[src/rtl/stat_engine.sv]
// stat_engine
//   Sequential statistics unit. It accepts N unsigned W-bit samples over a
//   valid handshake and returns MAX, MIN, MEAN or VAR of the set. The opcode
//   is latched together with start.
//
// Ports
//   i_clk        rising-edge clock
//   i_rst        asynchronous active-high reset
//   i_start      begin an operation; only looked at in IDLE
//   i_op         00=MAX 01=MIN 10=MEAN 11=VAR; latched with i_start
//   i_din        sample data
//   i_din_valid  i_din valid this cycle; only consumed in LOAD
//   o_busy       high in LOAD and CALC
//   o_done       one-cycle pulse; o_out is valid
//   o_out        result, zero-extended to 2W; held until the next CALC
//
// state  | meaning
// -------+-----------------------------------------------------------
// S_IDLE | waiting for start; accumulators cleared when start is seen
// S_LOAD | accumulating samples on i_din_valid, stalls allowed
// S_CALC | one cycle: derive mean/var and register the selected result
// S_DONE | one cycle: o_done pulse, then back to idle

module stat_engine #(
  parameter int W     = 4,
  parameter int N     = 4,
  parameter int LOG2N = $clog2(N)
) (
  input  logic             i_clk,
  input  logic             i_rst,
  input  logic             i_start,
  input  logic [1:0]       i_op,
  input  logic [W-1:0]     i_din,
  input  logic             i_din_valid,
  output logic             o_busy,
  output logic             o_done,
  output logic [2*W-1:0]   o_out
);

  localparam int CW  = $clog2(N + 1);
  localparam int SW  = W + LOG2N;
  localparam int QW  = 2 * W + LOG2N;

  localparam logic [1:0] OP_MAX  = 2'b00;
  localparam logic [1:0] OP_MIN  = 2'b01;
  localparam logic [1:0] OP_MEAN = 2'b10;
  localparam logic [1:0] OP_VAR  = 2'b11;

  typedef enum logic [1:0] {
    S_IDLE = 2'd0,
    S_LOAD = 2'd1,
    S_CALC = 2'd2,
    S_DONE = 2'd3
  } state_t;

  state_t r_state;
  state_t w_state_nxt;

  logic [1:0]     r_op;
  logic [CW-1:0]  r_cnt;
  logic [SW-1:0]  r_sum;
  logic [QW-1:0]  r_sumsq;
  logic [W-1:0]   r_max;
  logic [W-1:0]   r_min;
  logic [2*W-1:0] r_out;

  logic           w_launch;
  logic           w_accept;
  logic           w_last;
  logic [2*W-1:0] w_din_ext;
  logic [2*W-1:0] w_din_sq;
  logic [W-1:0]   w_mean;
  logic [2*W-1:0] w_mean_ext;
  logic [2*W-1:0] w_mean_sq;
  logic [2*W-1:0] w_sumsq_div;
  logic [2*W-1:0] w_var;
  logic [2*W-1:0] w_result;

  // ------------------------------------------------------------------
  // Handshake qualifiers
  // ------------------------------------------------------------------
  assign w_launch = (r_state == S_IDLE) && i_start;
  assign w_accept = (r_state == S_LOAD) && i_din_valid;
  // The Nth sample is the one accepted while the counter still reads N-1.
  assign w_last   = w_accept && (r_cnt == CW'(N - 1));

  // ------------------------------------------------------------------
  // FSM: state register
  // ------------------------------------------------------------------
  always_ff @(posedge i_clk or posedge i_rst) begin
    if (i_rst) begin
      r_state <= S_IDLE;
    end else begin
      r_state <= w_state_nxt;
    end
  end

  // ------------------------------------------------------------------
  // FSM: next state and status outputs
  // ------------------------------------------------------------------
  always_comb begin
    w_state_nxt = r_state;
    o_busy      = 1'b0;
    o_done      = 1'b0;
    case (r_state)
      S_IDLE: begin
        if (i_start) begin
          w_state_nxt = S_LOAD;
        end
      end
      S_LOAD: begin
        o_busy = 1'b1;
        if (w_last) begin
          w_state_nxt = S_CALC;
        end
      end
      S_CALC: begin
        o_busy      = 1'b1;
        w_state_nxt = S_DONE;
      end
      S_DONE: begin
        o_done      = 1'b1;
        w_state_nxt = S_IDLE;
      end
      default: begin
        w_state_nxt = S_IDLE;
      end
    endcase
  end

  // ------------------------------------------------------------------
  // Sample arithmetic
  // ------------------------------------------------------------------
  assign w_din_ext = {{W{1'b0}}, i_din};
  assign w_din_sq  = w_din_ext * w_din_ext;

  // N is a power of two, so the divides are plain right shifts. The
  // floor of sum/N always fits in W bits and the floor of sumsq/N in 2W.
  assign w_mean      = W'(r_sum >> LOG2N);
  assign w_sumsq_div = (2*W)'(r_sumsq >> LOG2N);
  assign w_mean_ext  = {{W{1'b0}}, w_mean};
  assign w_mean_sq   = w_mean_ext * w_mean_ext;
  // floor(E[x^2]) >= floor(E[x])^2 for integer samples, so this never wraps.
  assign w_var       = w_sumsq_div - w_mean_sq;

  always_comb begin
    w_result = '0;
    case (r_op)
      OP_MAX:  w_result = {{W{1'b0}}, r_max};
      OP_MIN:  w_result = {{W{1'b0}}, r_min};
      OP_MEAN: w_result = w_mean_ext;
      OP_VAR:  w_result = w_var;
      default: w_result = '0;
    endcase
  end

  // ------------------------------------------------------------------
  // Opcode latch and accumulators
  // ------------------------------------------------------------------
  always_ff @(posedge i_clk or posedge i_rst) begin
    if (i_rst) begin
      r_op    <= OP_MAX;
      r_cnt   <= '0;
      r_sum   <= '0;
      r_sumsq <= '0;
      r_max   <= '0;
      r_min   <= '1;
    end else if (w_launch) begin
      r_op    <= i_op;
      r_cnt   <= '0;
      r_sum   <= '0;
      r_sumsq <= '0;
      r_max   <= '0;
      r_min   <= '1;
    end else if (w_accept) begin
      r_cnt   <= r_cnt + CW'(1);
      r_sum   <= r_sum + SW'(i_din);
      r_sumsq <= r_sumsq + QW'(w_din_sq);
      if (i_din > r_max) begin
        r_max <= i_din;
      end
      if (i_din < r_min) begin
        r_min <= i_din;
      end
    end
  end

  // ------------------------------------------------------------------
  // Result register: written only in CALC, so it survives IDLE and start
  // ------------------------------------------------------------------
  always_ff @(posedge i_clk or posedge i_rst) begin
    if (i_rst) begin
      r_out <= '0;
    end else if (r_state == S_CALC) begin
      r_out <= w_result;
    end
  end

  assign o_out = r_out;

endmodule
[config.mk]
export PLATFORM = sky130hd
export DESIGN_NAME = stat_engine
export DESIGN_NICKNAME = d
export VERILOG_FILES = /design/src/rtl/stat_engine.sv
export SDC_FILE = /design/constraint.sdc
export NUM_CORES = 1
export LEC_CHECK = 0
export ABC_AREA = 1
export CELL_PAD_IN_SITES_DETAIL_PLACEMENT = 0
export CELL_PAD_IN_SITES_GLOBAL_PLACEMENT = 1
export CORE_AREA = 2 2 86 88
export DETAILED_ROUTE_END_ITERATION = 8
export DIE_AREA = 0 0 88 90
export PLACE_DENSITY = 0.84
export SLEW_MARGIN = 10
export SYNTH_ARGS = -nofsm -noshare
export SYNTH_HDL_FRONTEND = slang
export SYNTH_SLANG_ARGS = --single-unit
[constraint.sdc]
create_clock -name i_clk -period 5.5 [get_ports i_clk]
set_input_delay 0.55 -clock i_clk [delete_from_list [all_inputs] [get_ports i_clk]]
set_output_delay 0.55 -clock i_clk [all_outputs]
set_load 0.1 [all_outputs]
* Word level (Yosys, flattened, before mapping)
Index checks and enable logic that the tools add are counted.
Word-level totals: register bits after elaboration 39, bits of input ports 10, output and inout bits 10, word-level logic and storage cells 55
Cells by class: $add $sub $neg 4, multipliers 2, magnitude comparators 2, equality and inequality tests 9, mux-type cells 18, reduce and logical (&&, ||, !) cells 12
Operators by type and width (count):
- $pmux 8 s4 | 1
- $mux 4 | 6
- $mux 10 | 2
- $mul 4x4->8 | 2
- $mux 6 | 2
- $add 10x8->10 | 1
- $eq 2x2->1 const B | 4
- $pmux 2 s4 | 1
- $sub 8x8->8 | 1
- $add 6x4->6 | 1
- $mux 3 | 2
- $reduce_and 2->1 | 3
- $reduce_bool 2->1 | 3
- $eq 2x1->1 const B | 2
- $gt 4x4->1 | 1
- $logic_not 2->1 | 2
- $lt 4x4->1 | 1
- $mux 2 | 2
- $ne 2x2->1 const B | 2
- $add 3x1->3 const B | 1
- $eq 3x2->1 const B | 1
- $logic_and 1x1->1 | 3
- $mux 1 | 2
- $reduce_or 2->1 | 1

* Depth between registers and ports, before layout
Gate-level depths: netlist of the first run.
depth in word-level cells 5, gate-level depth with buffers 15, gate-level depth less buffers 15

* Worst setup path after synthesis of the first run
OpenSTA, ideal clock, no wires.
path type input to register, from input i_din[2], to register r_sumsq[9], library setup time 0.119 ns, arrival 2.221 ns, data required time 5.381 ns, setup slack 3.160 ns, stages on the path 11, path buffers 1, path through clkbuf_1 -> nand2_1 -> fa_1 -> inv_1 -> ha_1 -> nand3_1 -> nand3_1 -> nand2_1 -> nand2_1 -> a21oi_1 -> nor2_1
Between the ends: word-level cells in the longest chain between the ends 4
RTL lines:
- from (decl) | line 33 | input logic [W-1:0] i_din,
- $mul 4x4->8 | line 135 | assign w_din_sq = w_din_ext * w_din_ext;
- $add 10x8->10 | line 178 | r_sumsq <= r_sumsq + QW'(w_din_sq);
- $mux 10 | line 175 | end else if (w_accept) begin
- $mux 10 | line 168 | end else if (w_launch) begin
- to (signal assigned) | line 178
- to (decl) | line 62 | logic [QW-1:0] r_sumsq;
No other way between the ends. The select of a mux whose other input is x is not followed. A chain may end at the register's enable or synchronous reset.

* Worst setup path in the final report of the first run
from input i_din[1], to register r_sumsq[9]
The elaborated chain is that of the path after synthesis.

==> results of run 1 <==
[per-layer routing]
| metal | vias to the layer above | global-route usage (%) | part of all wire, % |
|---|---|---|---|
| met1 | 1252 | 26.73 | 48 |
| li1 | 1479 | - | - |
| met5 | - | 0 | 0 |
| met2 | 33 | 32.39 | 48 |
| met3 | 7 | 3.306 | 2.8 |
| met4 | 0 | 4.615 | 1.4 |
[area by class of cell]
cell class	count	area (µm²)	area share (%)
clock buffer	6	72.57	1.960
timing repair buffer	20	197.7	5.340
inverter	90	340.3	9.192
clock inverter	2	60.06	1.622
tap	99	123.9	3.346
sequential	39	980.9	26.50
multi-input combinational	319	1927	52.04
[power breakdown]
group / internal (mW) / switching [mW] / total (mW) / leakage, nW
clock: 0.181 / 0.106 / 0.288 / 0.0654
combinational: 0.465 / 0.945 / 1.41 / 1.51
sequential: 0.420 / 0.108 / 0.528 / 0.501
[cell families after synthesis]
| group | share of synthesized area (%) |
|---|---|
| AO/OA/AOI/OAI | 9.188 |
| XOR/XNOR | 1.334 |
| adder cells (fa/ha/maj) | 20.28 |
| buffers and inverters | 11.40 |
| flip-flops | 29.89 |
| AND/OR/NAND/NOR | 27.91 |
[critical path: cells and delay by family]
family	cells	cell delay, ns
buf+inv	3	0.89
fa+ha+maj	2	0.88
simple gates	6	0.55
compound gates	1	0.12
[flip-flops by register name, indices dropped and copies added, names as in the netlist]
register,count
r_sumsq,10
o_out,8
r_sum,6
r_max,4
r_min,4
r_cnt,3
r_op,2
r_state,2
[cell usage in the layout, fill, tap and decap left out, types with 5 or more instances in the layout]
| cell | Yosys | final |
|---|---|---|
| a21oi_1 | 20 | 20 |
| a22o_1 | 5 | 5 |
| clkbuf_8 | 0 | 5 |
| clkdlybuf4s50_1 | 0 | 19 |
| dfrtp_1 | 35 | 35 |
| fa_1 | 7 | 7 |
| ha_1 | 42 | 42 |
| inv_1 | 86 | 86 |
| nand2_1 | 136 | 136 |
| nand3_1 | 33 | 33 |
| nand4_1 | 6 | 6 |
| nor2_1 | 21 | 21 |
| o21ai_0 | 19 | 19 |
[per-stage QoR]
| step | instances | area (µm²) |
|---|---|---|
| after global routing | 575 | 3702 |
| after detailed placement | 567 | 3570 |
| final | 575 | 3702 |
| after CTS | 575 | 3702 |
| after global placement | 567 | 3570 |
| after floorplan | 454 | 3282 |
[cell usage after synthesis, drive strengths merged]
| cell | n |
|---|---|
| a22o | 5 |
| o211ai | 2 |
| xnor2 | 1 |
| inv | 90 |
| dfrtp | 35 |
| a21oi | 20 |
| fa | 7 |
| o21bai | 1 |
| nand3 | 33 |
| dfstp | 4 |
| nand2 | 141 |
| o22ai | 4 |
| nand3b | 4 |
| nor3 | 3 |
| clkbuf | 2 |
| buf | 4 |
| o21ai | 22 |
| ha | 42 |
| xor2 | 4 |
| nand4 | 6 |
| nor2 | 23 |
| or2 | 1 |
[path summary, 6_finish.rpt]
check,from,endpoint,slack [ns],cells past startpoint
max in group asynchronous,i_rst,r_min[0]$_DFFE_PP1P_,4.45,3
worst min register to register,r_min[3]$_DFFE_PP1P_,r_min[3]$_DFFE_PP1P_,0.48,2
worst min-delay path,r_min[3]$_DFFE_PP1P_,r_min[3]$_DFFE_PP1P_,0.48,2
min in group asynchronous,i_rst,r_max[1]$_DFFE_PP0P_,0.68,3
worst max-delay path,i_din[1],r_sumsq[9]$_DFFE_PP0P_,2.67,12
worst max register to register,r_sumsq[4]$_DFFE_PP0P_,r_sumsq[9]$_DFFE_PP0P_,3.22,10
==> metrics.txt, run 1 <==
hold buffers post-CTS=0; setup TNS=0 ns; fraction of layout instances using a drive strength above 1=5.042%; Mean Syn Cell Area=roughly 7.2 µm²; Fill cells=approximately 700; Crit. End Element=register; MaxCap Viol Count=0; final WL=~7000 µm; post-layout power=2.225 mW; fin crit share=approximately 50%; outcome=finished clean; Area Overhead vs Synth=12.81%; GRT overflow=0; maximum vdd ir drop=0.5716 mV; largest stage delay on the critical path=0.59 ns; post-CTS setup repair buffer count=0; CP Max Fanout=8; CP dominant cell by count=nand2_1; clk slew on worst S/H paths=0.08 ns; Placer Congestion=between 0.8 and 0.9; Ys Warns=0; Final Hold Fails=0; largest net degree at the start of global routing=40; required time of the critical path=between 5 and 6 ns; vias after detailed routing=about 2800; fin nets=534; pre-CTS WS=~2.4 ns; crit-path cells=clkdlybuf4s50_1, inv_1, nand2_1, fa_1, inv_1, ha_1, nand3_1, nand3_1, nand2_1, nand2_1, a21oi_1, nor2_1; drt drc=0; CTS tree=built; Vias/cell=4.819; CTS Buf Count=5; I/O pins=20; die width=a little under 90 µm; final setup vio count=0; clk sinks=39; Util after Layout=52.74%; crit path kind=primary input to register; CTS H-tree lvls=2; post-route antenna net violation count=0; top cell type by total area after synthesis=dfrtp_1; Slew Limit Fails=0; Synth cell types=30; first-pass GRT wire length=12230 µm; Longest Clk Path Bufs=2; syn_nets=513; Die Y=90 µm; PortBufs=19; n_diodes=0; fin crit period=between 2 and 3 ns; Total GRT Usage=roughly 20%; Core Region=7020 µm²; Detailed Routing Iterations Pass 1=4; RSZ-0062 raised after global routing=no; critical path's slowest cell=clkdlybuf4s50_1; die area=7920 µm²; # rows=31; Max Clk Rate=353.7 MHz; initial core utilization=46.75%; LEAKAGE=2.075 nW; top-area cell type share of the netlist area=26.69%; Hold Worst Slack=0.4753 ns; Setup WS post-layout=2.673 ns; Skew-Pair Late Insertion Delay=0.30 ns; Hold WC Path Type=register to register; post-synthesis sequential area ratio=between 20% and 30%; max_slew headroom=35.36%; power density cells=~600 nW/µm²; initial antenna violation count=0; worst slew pin tran=0.9665 ns; Area contributors post-synth=dfrtp_1 27%, ha_1 16%, nand2_1 16%, inv_1 9.8%, nand3_1 5.0%; average wire per standard cell=12.22 µm; Post-Syn Area=3282 µm²; Root Buffer Master=clkbuf_8; post-cts repair resize count=0; vias in the first global route=roughly 2700; HPWL after DPL=5493 µm; skew final=0.01090 ns; Worst Path Arrival=3.01 ns; DR iter-0 viols=107; synthesis-stage register bit count=39; crit start category=primary input; Mapped Cells=454
(Power assumes the default switching activity.)
==> inputs of run 2 (changes only) <==
Settings changed: CORE_AREA 2 2 86 88 to 2 2 90 92, DIE_AREA 0 0 88 90 to 0 0 92 94, PLACE_DENSITY 0.84 to 0.77.
Clock period 5.5 ns to 2.85 ns, I/O delays scaled along.
==> run 2 against run 1 <==
Against the previous run: setup slack got worse by 2.2 ns; global-route usage decreased by 1.3 points; die area increased by 9.2%; sequential share of layout area decreased by 0.098 points; sequential power increased by 93%; total power increased by 90%; worst hold slack got worse by 0.047 ns.
==> metrics.txt, run 2 (synthesis results as in run 1) <==
largest net degree at the start of global routing=23 (was 40); Longest Clk Path Bufs=2 (unchanged); Max Clk Rate=424.0 MHz; CTS H-tree lvls=2 (unchanged); hold buffers post-CTS=0 (unchanged); fin crit share=roughly 83%; critical path's slowest cell=clkdlybuf4s50_1 (unchanged); crit-path cells=clkdlybuf4s50_1, inv_1, nand2_1, fa_1, inv_1, ha_1, nand3_1, nand3_1, nand2_1, nand2_1, a21oi_1, nor2_1 (unchanged); Placer Congestion=0.8202 (was 0.8660); worst slew pin tran=0.7772 ns (was 0.9665 ns); HPWL after DPL=5809 µm (was 5493 µm); die area=8648 µm² (was 7920 µm²); Vias/cell=4.748 (was 4.819); Detailed Routing Iterations Pass 1=5 (was 4); PortBufs=19 (unchanged); power density cells=1135 nW/µm² (was 601.1 nW/µm²); clk slew on worst S/H paths=0.08 ns (about the same); vias after detailed routing=2768 (was 2771); commonest non-fill, non-tap cell in the layout=nand2_1 (unchanged); max_slew headroom=48.13% (was 35.36%); fin nets=539 (was 534); setup TNS=0 ns (unchanged); Die Y=94 µm (was 90 µm); maximum vdd ir drop=0.8572 mV (was 0.5716 mV); Non-Filler Instances=583 (was 575); Root Buffer Master=clkbuf_8 (unchanged); CTS Buf Count=5 (unchanged); Slew Limit Fails=0 (unchanged); MaxCap Viol Count=0 (unchanged); post-route antenna net violation count=0 (unchanged); Total GRT Usage=18.36% (was 19.65%); outcome=finished clean (unchanged); initial core utilization=43.14% (was 46.75%); crit start category=primary input (unchanged); drt drc=0 (unchanged); Register-to-Register Path Depth=14 (was 10); most frequent cells in the layout=136 x nand2_1, 86 x inv_1, 42 x ha_1, 35 x dfrtp_1, 33 x nand3_1 (unchanged); final setup vio count=0 (unchanged); post-layout power=4.219 mW (was 2.225 mW); post-cts repair resize count=0 (unchanged); area occupied by multi-input gates=1927 µm² (unchanged); required time of the critical path=3.04 ns (was 5.69 ns); initial antenna violation count=0 (unchanged); RSZ-0062 raised after global routing=no (unchanged); die width=92 µm (was 88 µm); DR iter-0 viols=133 (was 107); Most flops, register=r_sumsq (unchanged); # rows=32 (was 31); Hold WC Path Type=primary input to async pin (was register to register); n_diodes=0 (unchanged); Skew-Pair Late Insertion Delay=0.30 ns (about the same); CP Max Fanout=6 (was 8); crit path kind=primary input to register (unchanged); Worst Path Arrival=2.55 ns (was 3.01 ns); Placed Cells=575 (was 567); CP dominant cell by count=nand2_1 (unchanged); CTS tree=built (unchanged); average wire per standard cell=12.63 µm (was 12.22 µm); max FFs per register=10 (unchanged); fraction of layout instances using a drive strength above 1=8.316% (was 5.042%); fin crit period=2.358 ns; Core Region=7607 µm² (was 7020 µm²); Crit. End Element=register (unchanged); skew final=0.005711 ns (was 0.01090 ns); final WL=7361 µm (was 7026 µm); Sequential cell area=980.9 µm² (unchanged); post-CTS setup repair buffer count=0 (unchanged); first-pass GRT wire length=12450 µm (was 12230 µm); Area Overhead vs Synth=13.23% (was 12.81%); clk sinks=39 (unchanged); largest stage delay on the critical path=0.51 ns (was 0.59 ns); LEAKAGE=2.115 nW (was 2.075 nW); I/O pins=20 (unchanged); GRT overflow=0 (unchanged); Fill cells=765 (was 698); vias in the first global route=2589 (was 2661); Final Hold Fails=0 (unchanged)
[run 2: cell type report]
type,instances,share of cell area [%]
Clock inverter,2,0.9428
Inverter,90,9.158
Timing Repair Buffer,25,5.993
Multi-Input combinational cell,319,51.85
Sequential cell,39,26.40
Tap cell,102,3.434
Clock buffer,6,2.222
[run 2: path summary, 6_finish.rpt]
path	from	slack, ns	to
worst min-delay path	i_rst	0.43	o_out[0]$_DFFE_PP0P_
max in group asynchronous	i_rst	1.76	r_min[0]$_DFFE_PP1P_
worst max-delay path	i_din[1]	0.49	r_sumsq[9]$_DFFE_PP0P_
worst min register to register	r_min[3]$_DFFE_PP1P_	0.48	r_min[3]$_DFFE_PP1P_
worst max register to register	r_sumsq[4]$_DFFE_PP0P_	0.58	o_out[5]$_DFFE_PP0P_
min in group i_clk	r_min[3]$_DFFE_PP1P_	0.48	r_min[3]$_DFFE_PP1P_
[run 2: worst max-delay path, delay by kind of cell]
family / cells / cell delay [ns]
AO/OA/AOI/OAI: 1 / 0.12
AND/OR/NAND/NOR: 6 / 0.55
buffers and inverters: 3 / 0.73
adder cells (fa/ha/maj): 2 / 0.85
[run 2: layer usage]
metal  global-route usage, %  part of all wire [%]
met2                   30.70                    45
met3                   2.648                   2.7
met4                   3.731                  0.88
met1                   25.47                    51
met5                       0                     0
[run 2: where the power goes]
group | leakage, nW | total, mW | internal, mW | switching (mW)
sequential | 0.501 | 1.02 | 0.810 | 0.207
clock | 0.0612 | 0.496 | 0.284 | 0.213
combinational | 1.55 | 2.71 | 0.879 | 1.83
total | 2.12 | 4.22 | 1.97 | 2.25
[run 2: stage by stage]
step / instance area [µm²] / setup slack, ns / utilization [%] / hold WS [ns]
3_3_place_gp: 3598 / 0.2071 / 47.30 / 0.4635
5_1_grt: 3716 / 0.2460 / 48.85 / 0.5029
3_5_place_dp: 3598 / 0.1893 / 47.30 / 0.4645
2_1_floorplan: 3282 / 0.7749 / - / 0.4060
4_1_cts: 3716 / 0.5017 / 48.85 / 0.4475
6_report: 3716 / 0.4917 / 48.85 / 0.4281
